**config.mk**
```make
export PLATFORM = sky130hd
export DESIGN_NAME = mat_feeder
export DESIGN_NICKNAME = d
export VERILOG_FILES = /design/src/rtl/mat_feeder.sv
export SDC_FILE = /design/constraint.sdc
export NUM_CORES = 1
export LEC_CHECK = 0
export CAP_MARGIN = 20
export CORE_UTILIZATION = 58
export DETAILED_ROUTE_END_ITERATION = 8
export GPL_TIMING_DRIVEN = 0
export PLACE_DENSITY = 0.76
export SLEW_MARGIN = 10
export SYNTH_ARGS = -nofsm -noshare
export SYNTH_HDL_FRONTEND = slang
export SYNTH_SLANG_ARGS = --single-unit
```
**constraint.sdc**
```tcl
create_clock -name i_clk -period 2.9 [get_ports i_clk]
set_input_delay 0.58 -clock i_clk [delete_from_list [all_inputs] [get_ports i_clk]]
set_output_delay 0.58 -clock i_clk [all_outputs]
set_load 0.1 [all_outputs]
```
**src/rtl/mat_feeder.sv**
```systemverilog
// rtl/mat_feeder.sv - loads an NxN matrix row-major, then streams its columns into a skewed MAC array.
// Optional MAT_FEEDER_REPLAY_EN: FIN returns to LOADED for re-streaming; i_clr_buf discards the matrix.
module mat_feeder #(
  parameter int N          = 4,
  parameter int DATA_WIDTH = 8
) (
  input  logic                    i_clk,
  input  logic                    i_rst_n,
  input  logic                    i_in_valid,
  output logic                    o_in_ready,
  input  logic [DATA_WIDTH-1:0]   i_in_data,
  input  logic                    i_start,
`ifdef MAT_FEEDER_REPLAY_EN
  input  logic                    i_clr_buf,
`endif
  output logic                    o_acc_clr_n,
  output logic                    o_out_valid,
  output logic [N*DATA_WIDTH-1:0] o_out_data,
  output logic                    o_busy,
  output logic                    o_done
);

  localparam int CW = $clog2(2*N-1);
  localparam int LW = $clog2(N*N);
  localparam logic [LW-1:0] LAST_LOAD   = LW'(N*N-1);
  localparam logic [CW-1:0] STREAM_LAST = CW'(N-1);
  localparam logic [CW-1:0] FLUSH_LAST  = CW'(2*N-3);

  typedef enum logic [2:0] {S_IDLE, S_LOADED, S_CLEAR, S_STREAM, S_FLUSH, S_FIN} state_t;

  state_t                  r_state, w_state_nxt;
  logic [LW-1:0]           r_load_cnt, w_load_nxt;
  logic [CW-1:0]           r_cnt, w_cnt_nxt;
  logic [DATA_WIDTH-1:0]   r_buf [N*N];
  logic                    r_in_ready, r_out_valid, r_acc_clr_n, r_done;
  logic [N*DATA_WIDTH-1:0] r_out_data, w_out_data_nxt;
  logic                    w_accept;

  assign w_accept    = i_in_valid & r_in_ready;
  assign o_in_ready  = r_in_ready;
  assign o_out_valid = r_out_valid;
  assign o_out_data  = r_out_data;
  assign o_acc_clr_n = r_acc_clr_n;
  assign o_done      = r_done;
  assign o_busy      = (r_state != S_IDLE) && (r_state != S_LOADED);

  always_comb begin
    w_state_nxt = r_state;
    w_load_nxt  = r_load_cnt;
    w_cnt_nxt   = '0;
    case (r_state)
      S_IDLE: begin
        if (w_accept) begin
          if (r_load_cnt == LAST_LOAD) begin
            w_state_nxt = S_LOADED;
            w_load_nxt  = '0;
          end else begin
            w_load_nxt = r_load_cnt + LW'(1);
          end
        end
      end
      S_LOADED: begin
`ifdef MAT_FEEDER_REPLAY_EN
        if (i_clr_buf)    w_state_nxt = S_IDLE;
        else if (i_start) w_state_nxt = S_CLEAR;
`else
        if (i_start) w_state_nxt = S_CLEAR;
`endif
      end
      S_CLEAR: w_state_nxt = S_STREAM;
      S_STREAM: begin
        if (r_cnt == STREAM_LAST) w_state_nxt = S_FLUSH;
        else                      w_cnt_nxt   = r_cnt + CW'(1);
      end
      S_FLUSH: begin
        if (r_cnt == FLUSH_LAST) w_state_nxt = S_FIN;
        else                     w_cnt_nxt   = r_cnt + CW'(1);
      end
`ifdef MAT_FEEDER_REPLAY_EN
      S_FIN: w_state_nxt = S_LOADED;
`else
      S_FIN: w_state_nxt = S_IDLE;
`endif
      default: w_state_nxt = S_IDLE;
    endcase
  end

  // Outputs are registered from the next state so they line up with the state they describe.
  always_comb begin
    w_out_data_nxt = '0;
    if (w_state_nxt == S_STREAM) begin
      for (int i = 0; i < N; i++) begin
        w_out_data_nxt[i*DATA_WIDTH +: DATA_WIDTH] = r_buf[LW'(i*N) + LW'(w_cnt_nxt)];
      end
    end
  end

  always_ff @(posedge i_clk or negedge i_rst_n) begin
    if (!i_rst_n) begin
      r_state     <= S_IDLE;
      r_load_cnt  <= '0;
      r_cnt       <= '0;
      r_in_ready  <= 1'b0;
      r_out_valid <= 1'b0;
      r_out_data  <= '0;
      r_acc_clr_n <= 1'b1;
      r_done      <= 1'b0;
    end else begin
      r_state     <= w_state_nxt;
      r_load_cnt  <= w_load_nxt;
      r_cnt       <= w_cnt_nxt;
      r_in_ready  <= (w_state_nxt == S_IDLE);
      r_out_valid <= (w_state_nxt == S_STREAM) || (w_state_nxt == S_FLUSH);
      r_out_data  <= w_out_data_nxt;
      r_acc_clr_n <= (w_state_nxt != S_CLEAR);
      r_done      <= (w_state_nxt == S_FIN);
    end
  end

  always_ff @(posedge i_clk) begin
    if (w_accept) r_buf[r_load_cnt] <= i_in_data;
  end

endmodule
```
Yosys cells after proc, flatten, opt, wreduce, memory -nomap -nowiden
Memory sizes are Yosys's and may differ from the RTL's.
Cells that the tools add are included.
- RAM bits: 128
- register bits: 46
- memories kept: 1
- word-level logic and storage cells: 46
- bits of input ports: 12
- output and inout bits: 37
- memories (name ; depth ; bits a word ; rd ports ; clocked after memory_dff ; write ports ; RTL line ; RTL):
    r_buf ; 16 ; 8 ; 4 ; 0 ; 1 ; 34 ; logic [DATA_WIDTH-1:0] r_buf [N*N];
- eq/ne operators: 12
- multiplexer cells: 13
- bitwise logic cells: 1
- $add $sub $neg: 5
- reduce and logical (&&, ||, !) cells: 6
- operators with widths (operator ; count):
    two-way mux 32 bit ; 1
    two-way mux 3 bit ; 7
    case mux 3 bit (5 select lines) ; 1
    == test 3 x 2 -> 1 bit, second input constant ; 4
    == test 3 bit, second input constant ; 4
    adder 4 x 3 -> 4 bit, first input constant ; 2
    zero test 3 bit ; 2
    case mux 3 bit (2 select lines) ; 1
    adder 3 x 3 -> 4 bit, first input constant ; 1
    adder 4 x 1 -> 4 bit, second input constant ; 1
    == test 4 bit, second input constant ; 1
    two-way mux 4 bit ; 1
    adder 3 x 1 -> 3 bit, second input constant ; 1
    == test 3 x 1 -> 1 bit, second input constant ; 1
    != test 3 x 1 -> 1 bit, second input constant ; 1
    != test 3 x 2 -> 1 bit, second input constant ; 1
    nonzero test 3 bit ; 1
    two-way mux 1 bit ; 2
    AND reduction 2 bit ; 1
    bitwise AND 1 bit ; 1
    logical AND 1 bit ; 1
    logical OR 1 bit ; 1

Logic depth before layout (Yosys ltp)
Gate-level depths: netlist of run 1.
- depth after elaboration: 6
- gate-level depth with buffers: 9
- depth with buffers taken out: 7

Worst setup path before layout of run 1
Ideal clock, no wire load.
- kind: reg-to-reg
- from: register r_in_ready (netlist: o_in_ready)
- to: memory r_buf[0][0] (enable)
- data arrival time: 1.893 ns
- cell stages (with the launch flop): 3
- required time: 2.517 ns
- setup slack: 0.623 ns
- library setup time: 0.383 ns
- period minus slack after synthesis: 2.277 ns
- path buffers: 0
- cell sequence: dfrtp_1 > nand2_1 > nor3_1
- word-level cells in the longest chain between the ends: 3
- ends and longest elaborated chain (item ; RTL line ; RTL):
    from (decl) ; 35 ; logic r_in_ready, r_out_valid, r_acc_clr_n, r_done;
    from (signal assigned) ; 112 ; r_in_ready <= (w_state_nxt == S_IDLE);
    bitwise AND 1 bit ; 39 ; assign w_accept = i_in_valid & r_in_ready;
    two-way mux 1 bit ; 121 ; if (w_accept) r_buf[r_load_cnt] <= i_in_data;
    two-way mux 1 bit (not written as such) ; 121 ;
    to (decl) ; 34 ;
No other way between the ends.

Worst setup path after layout of run 1
- from: register r_state[1]
- to: output port o_busy
- word-level cells in the longest chain between the ends: 2
- ends and longest elaborated chain (item ; RTL line ; RTL):
    from (decl) ; 31 ; state_t r_state, w_state_nxt;
    from (signal assigned) ; 109 ; r_state <= w_state_nxt;
    != test 3 x 1 -> 1 bit / nonzero test 3 bit (equally long branches) ; 45 ; assign o_busy = (r_state != S_IDLE) && (r_state != S_LOADED);
    logical AND 1 bit (*) ; 45 ;
    to (decl) ; 19 ; output logic o_busy,
Mark *: on every way between the ends. The rest lies on a longest branch, timed or not.

==> flow_summary.toml, run 1 <==
[timing]
whs_ns = 0.0722
finalCritPeriodShare_pct = 94.0
hold_viol = 0
period_needed_ns = 2.73
final_max_slew_viol_count = 0
rsz0062_at_grt = "false"
skew_ns = 0.00814
worst_pin_slew_ns = 0.990
fmax_mhz = 367
timing.setup.tns_ns = 0
setup_viol = 0
relSlewSlack_pct = 33.8

[synth]
synthDistinctLibCells = 35
synth_seq_cells = 174
synth_edf_count = 128
syn_inst = 413
async_flop_share_pct = 26.4
synth_ff_type = "edfxtp_1"
avgSynthCellArea_um2 = 17.0
yosysWarnings = 0
ys_seq_area_share_pct = 71.4
synthesis.nets = 434
post_synth_instance_area_mm2 = 0.00700

[layout]
regArea_mm2 = 0.00500
nNetsFinal = 508
area_delta_synth_final_pct = 18.0
multi_input_area_mm2 = 0.00175
drive_gt1_share_pct = 10.2
postLayoutCellArea_mm2 = 0.00826
antenna_cells = 0
nFillCells = 743

[drt]
via_per_inst = 5.92
vias = 3806
wl_per_cell_um = 22.0
remaining_drc_errors = 7
dr.pass1.iters = 8
ant_nets = 0
wl_um = 14100
initialDrtViolationCount = 299

[power]
vdd_drop_max_mv = 0.629
leakagePower_nw = 3.11
p_per_area_mw_per_mm2 = 1180

[worst_setup_path]
cp.required_ns = 2.32
end_kind = "output pin"
start_kind = "register"
worstSetupPathType = "register to output pin"
critPathArrivalTime_ns = 2.15
worst-path-max-fanout = 10

[global_route]
grt_max_degree = 33
gr-total-overflow = 0
antenna_found_initial = 0
gr-usage-all-layers_pct = 24.6
grt_pass1_wl_um = 21700
grt_pass1_vias = 3822

[floorplanning]
dieArea_mm2 = 0.0125
num_rows = 39
die_y_um = 112
die_x_um = 112
core_area_mm2 = 0.0116
ios = 49
start_util_pct = 60.3

[clock_tree]
post_cts_resized = 0
clkSinkCount = 174
cts_root_buffer = "clkbuf_16"
clock_path_buffers = 2
clk_pin_slew_ns = 0.06
cts_buffers = 17
cts_tree = "yes"
hold_buffers = 0
clock_latency_ns = 0.43
cts_setup_buffers = 0
htreeDepth = 4

[outcome]
outcome = "complete, but fails checks"
failed_checks = "DRC"

[hold_path]
holdCritPathClass = "input port to async pin"

[placement]
gp_congestion = 0.788
dpl-instance-area_mm2 = 0.00770
port_buffers = 48
dpl.hpwl_um = 9580

[flow_run]
cap_violations = 0
-- area by class of cell --
cell class,count,area share [%]
buffer,22,2.65
timing repair buffer,55,6.36
multi-input combinational,208,21.2
clock buffer,19,5.24
sequential,174,60.5
inverter,9,0.409
tap,143,2.17
clock inverter,13,1.47
-- critical path: stages, from the launching register on --
cell	delay, ns
dfrtp_1	0.35
buf_6	0.13
nor2_1	0.05
inv_1	0.06
clkdlybuf4s50_1	1.12
-- logic make-up after synthesis --
family / synth area share [%]
flops: 71.4
mux: 13.7
simple gates: 3.88
compound gates: 5.68
buf+inv: 3.61
fa+ha+maj: 1.61
xor+xnor: 0.125
-- Yosys cell counts (all sizes together), types with 2 or more instances --
master	count	share of area (%)
o21ai	5	0.36
ha	9	1.6
buf	13	2.4
nor2	16	0.86
dfrtp	45	16
a21oi	2	0.14
nand2b	4	0.36
inv	9	0.48
a22o	33	4.1
o32ai	2	0.25
nand2	12	0.64
edfxtp	128	55
mux2i	96	14
nor3	10	0.71
clkbuf	8	0.43
nand3	5	0.36
-- worst paths after layout --
| check | from | to | slack [ns] | cells past startpoint |
|---|---|---|---|---|
| min in group i_clk | r_state[2] | r_state[1] | 0.55 | 2 |
| setup / recovery | r_state[1] | o_busy | 0.17 | 4 |
| setup reg to reg | r_cnt[0] | o_out_data[1] | 0.26 | 9 |
| hold / removal | i_rst_n | r_state[2] | 0.07 | 1 |
| hold reg to reg | r_state[2] | r_state[1] | 0.55 | 2 |
| max in group asynchronous | i_rst_n | o_out_data[21] | 2.34 | 2 |
-- layer usage --
layer / track usage (%) / up-vias / routed length [um]
met3: 4.79 / 24 / 917
met1: 32.3 / 1904 / 5900
li1: - / 1717 / -
met2: 40.7 / 161 / 7050
met4: 10.1 / 0 / 271
met5: 0 / - / 0
-- flip-flops by register name, summed over array words and instances, names as in the netlist --
name and cells:
o_out_data 32, o_in_ready 1, r_load_cnt 4, r_state 3
o_out_valid 1, o_done 1, o_acc_clr_n 1, r_cnt 3
r_buf 128
-- placed cells by master (no fill, tap or decap), drive strengths merged --
cell type,synthesis,layout
a21o,1,1
a21oi,2,2
a221oi,1,1
a22o,33,33
and2,1,1
and2b,1,1
and3,1,1
buf,13,21
bufbuf,1,1
bufinv,0,2
clkbuf,8,27
clkdlybuf4s50,0,47
clkinv,0,8
clkinvlp,0,1
dfrtp,45,45
dfstp,1,1
edfxtp,128,128
ha,9,9
inv,9,11
mux2i,96,96
nand2,12,12
nand2b,4,4
nand3,5,5
nand3b,1,1
nor2,16,16
nor3,10,10
o21ai,5,5
o31a,1,1
o31ai,1,1
o32a,1,1
o32ai,2,2
or2b,1,1
or3,1,1
or3b,1,1
or4bb,1,1
xnor2,1,1
-- power by group --
part           switching [mW]  internal, mW  total [mW]
clock network           0.896          1.25        2.15
logic                    3.09          1.46        4.55
registers               0.111          2.96        3.07
total                    4.10          5.68        9.77
-- stage by stage --
step	utilization [%]	total power [mW]	std cells	setup slack [ns]
after floorplan	-	6.56	413	0.623
after global placement	66.0	7.58	604	0.0525
after detailed placement	66.3	7.64	611	0.314
after CTS	71.1	9.78	643	0.162
after global routing	71.1	10.1	643	0.113
final	71.1	9.77	643	0.173
Note: power is estimated with default switching activity, not from simulation.
==> run 2: changes to the inputs <==
--- a/config.mk
+++ b/config.mk
@@ -5,8 +5,9 @@
 export SDC_FILE = /design/constraint.sdc
 export NUM_CORES = 1
 export LEC_CHECK = 0
+export ABC_AREA = 1
 export CAP_MARGIN = 20
-export CORE_UTILIZATION = 58
+export CORE_UTILIZATION = 59
 export DETAILED_ROUTE_END_ITERATION = 8
 export GPL_TIMING_DRIVEN = 0
 export PLACE_DENSITY = 0.76
==> flow_summary.toml, run 2 <==
[synth]
synth-compound-area-share_pct = 0.744
synthDistinctLibCells = 25
synthXorXnorAreaFrac_pct = 0.226
avgSynthCellArea_um2 = 10.3
ys_seq_area_share_pct = 64.6
synthesis.nets = 772
synth_ff_type = "edfxtp_1"
async_flop_share_pct = 26.4
synth_top_area_share_pct = 49.7
ys_top_cells_by_area = "edfxtp_1 50%, dfrtp_1 15%, nand3_1 8.8%, nand2_1 7.3%, inv_1 5.3%"
post_synth_instance_area_mm2 = 0.00774
yosys.area.top_type = "edfxtp_1"
synth_top_family_by_area = "simple AND/OR/NAND/NOR gates"
synth_common_cells = "151 x nand2_1, 136 x nand3_1, 128 x edfxtp_1, 110 x inv_1, 85 x nor2_1"
yosysWarnings = 0
synthSimpleGateAreaFrac_pct = 24.2
synth_edf_count = 128
syn_inst = 751
synth.most_common_cell = "nand2_1"
synth_seq_cells = 174
yosys.area_share.adder_pct = 1.46
muxShareOfSynthArea_pct = 0

[layout]
nNetsFinal = 841
instances_no_fill = 1005
drive_gt1_share_pct = 8.64
area_delta_synth_final_pct = 16.3
largest_reg_flops = 128
final_cell_mix = "151 x nand2_1, 136 x nand3_1, 128 x edfxtp_1"
regMostFlops = "r_buf"
antenna_cells = 0
final_common_cell = "nand2_1"

[flow_run]
cap_violations = 0

[placement]
dpl.hpwl_um = 12700
gp_congestion = 1.07
placed_cells = 972
port_buffers = 48

[floorplanning]
dieArea_mm2 = 0.0136
num_rows = 41
die_y_um = 117
ios = 49
core_area_mm2 = 0.0127
start_util_pct = 60.8
die_x_um = 117

[clock_tree]
clk_pin_slew_ns = 0.06
cts_tree = "yes"
cts_root_buffer = "clkbuf_16"
clock_path_buffers = 2
cts_setup_buffers = 0
htreeDepth = 4
clock_latency_ns = 0.43
clkSinkCount = 174
cts_buffers = 17

[timing]
worst_pin_slew_ns = 1.12
relSlewSlack_pct = 25.1
timing.setup.tns_ns = 0
final_max_slew_viol_count = 0
fmax_mhz = 355
skew_ns = 0.00826
hold_viol = 0
setup_viol = 0
finalCritPeriodShare_pct = 97.2
period_needed_ns = 2.82
rsz0062_at_grt = "false"

[global_route]
gr-usage-all-layers_pct = 28.5
grt_pass1_vias = 5128
grt_max_degree = 39
antenna_found_initial = 0
gr-total-overflow = 0
grt_pass1_wl_um = 27300

[drt]
remaining_drc_errors = 0
wl_per_cell_um = 17.6
dr.pass1.iters = 7
wl_um = 17700
initialDrtViolationCount = 628
ant_nets = 0
via_per_inst = 5.38
vias = 5411

[power]
p_sw_mw = 4.92
p_per_area_mw_per_mm2 = 1160
vdd_drop_max_mv = 0.495
internal_power_mw = 5.48
p_comb_share_pct = 50.1
pwr-share-clk_pct = 19.8
leakagePower_nw = 3.93
p_seq_share_pct = 30.1
p_sw_share_pct = 47.3

[outcome]
outcome = "completed"

[worst_setup_path]
critPathArrivalTime_ns = 2.24
end_kind = "output pin"
worst-path-max-fanout = 6
start_kind = "register"
cp.required_ns = 2.32
worstSetupPathType = "register to output pin"

[hold_path]
holdCritPathClass = "input port to async pin"
-- run 2: cell types whose count changed after synthesis, moves of 10 or more --
cell,previous run,this run
nand3_1,5,136
buf_6,2,12
a22o_1,33,0
nand3b_1,1,32
nand2_1,12,151
inv_1,9,110
nor2_1,16,85
mux2i_1,96,0
-- run 2: kinds of logic (layout without fill, tap and decap cells) --
group,Yosys count,after routing
fa+ha+maj,9,9
xor+xnor,2,2
simple gates,412,412
compound gates,7,7
flops,174,174
buf+inv,147,229
-- run 2: repair_timing --
item	4_1_cts	5_1_grt
resized for setup	0	0
hold endpoints to repair	8	0
hold buffers	1	0
setup endpoints to repair	0	0
-- run 2: stage by stage --
stage          instance area (um2)  util, %  total power [mW]  hold WS (ns)  setup WS, ns
2_1_floorplan                 7740        -              7.00         0.284         0.823
3_3_place_gp                  8430     66.3              8.19         0.555         0.103
3_5_place_dp                  8450     66.4              8.30         0.444         0.356
4_1_cts                       9000     70.7              10.3         0.529        0.0685
5_1_grt                       9000     70.7              10.9         0.567        0.0159
6_report                      9000     70.7              10.4         0.543        0.0805
-- run 2: power by group through the flow --
stage	Clock (mW)	Sequential (mW)	Combinational, mW
2_1_floorplan	0	4.78	2.22
3_3_place_gp	0	3.17	5.02
3_5_place_dp	0	3.18	5.11
4_1_cts	2.07	3.13	5.14
5_1_grt	2.17	3.16	5.56
6_report	2.06	3.13	5.21
-- run 2: final timing paths --
| check | start | endpoint | slack (ns) | cells after the start |
|---|---|---|---|---|
| worst min-delay path | i_rst_n | o_out_data[22] | 0.54 | 2 |
| worst min register to register | r_load_cnt[2] | r_load_cnt[2] | 0.58 | 1 |
| max in group asynchronous | i_rst_n | o_acc_clr_n | 1.84 | 3 |
| min in group i_clk | r_load_cnt[2] | r_load_cnt[2] | 0.58 | 1 |
| worst max-delay path | r_state[2] | o_busy | 0.08 | 3 |
| worst max register to register | r_cnt[0] | o_out_data[7] | 0.55 | 12 |
-- run 2: final cells by class --
cell class	instances	area, um2
clock inverter	15	116
buffer	36	265
inverter	111	417
sequential	174	5000
clock buffer	17	425
fill	917	3720
multi-input combinational	430	2060
timing repair buffer	50	505
tap	172	215
-- run 2: worst max-delay path, stage by stage, from the launching register on --
cell and delay, ns:
dfrtp_1 0.45, inv_1 0.16, nand2_1 0.09, clkdlybuf4s50_1 1.12
-- run 2: routing by layer --
metal	vias to the layer above	part of all wire, %	GRT usage (%)	routed length, um
li1	2594	-	-	-
met1	2522	44	40.4	7760
met2	262	45	42.8	7960
met5	-	0	0	0
met3	33	8.1	5.40	1430
met4	0	2.8	13.6	499
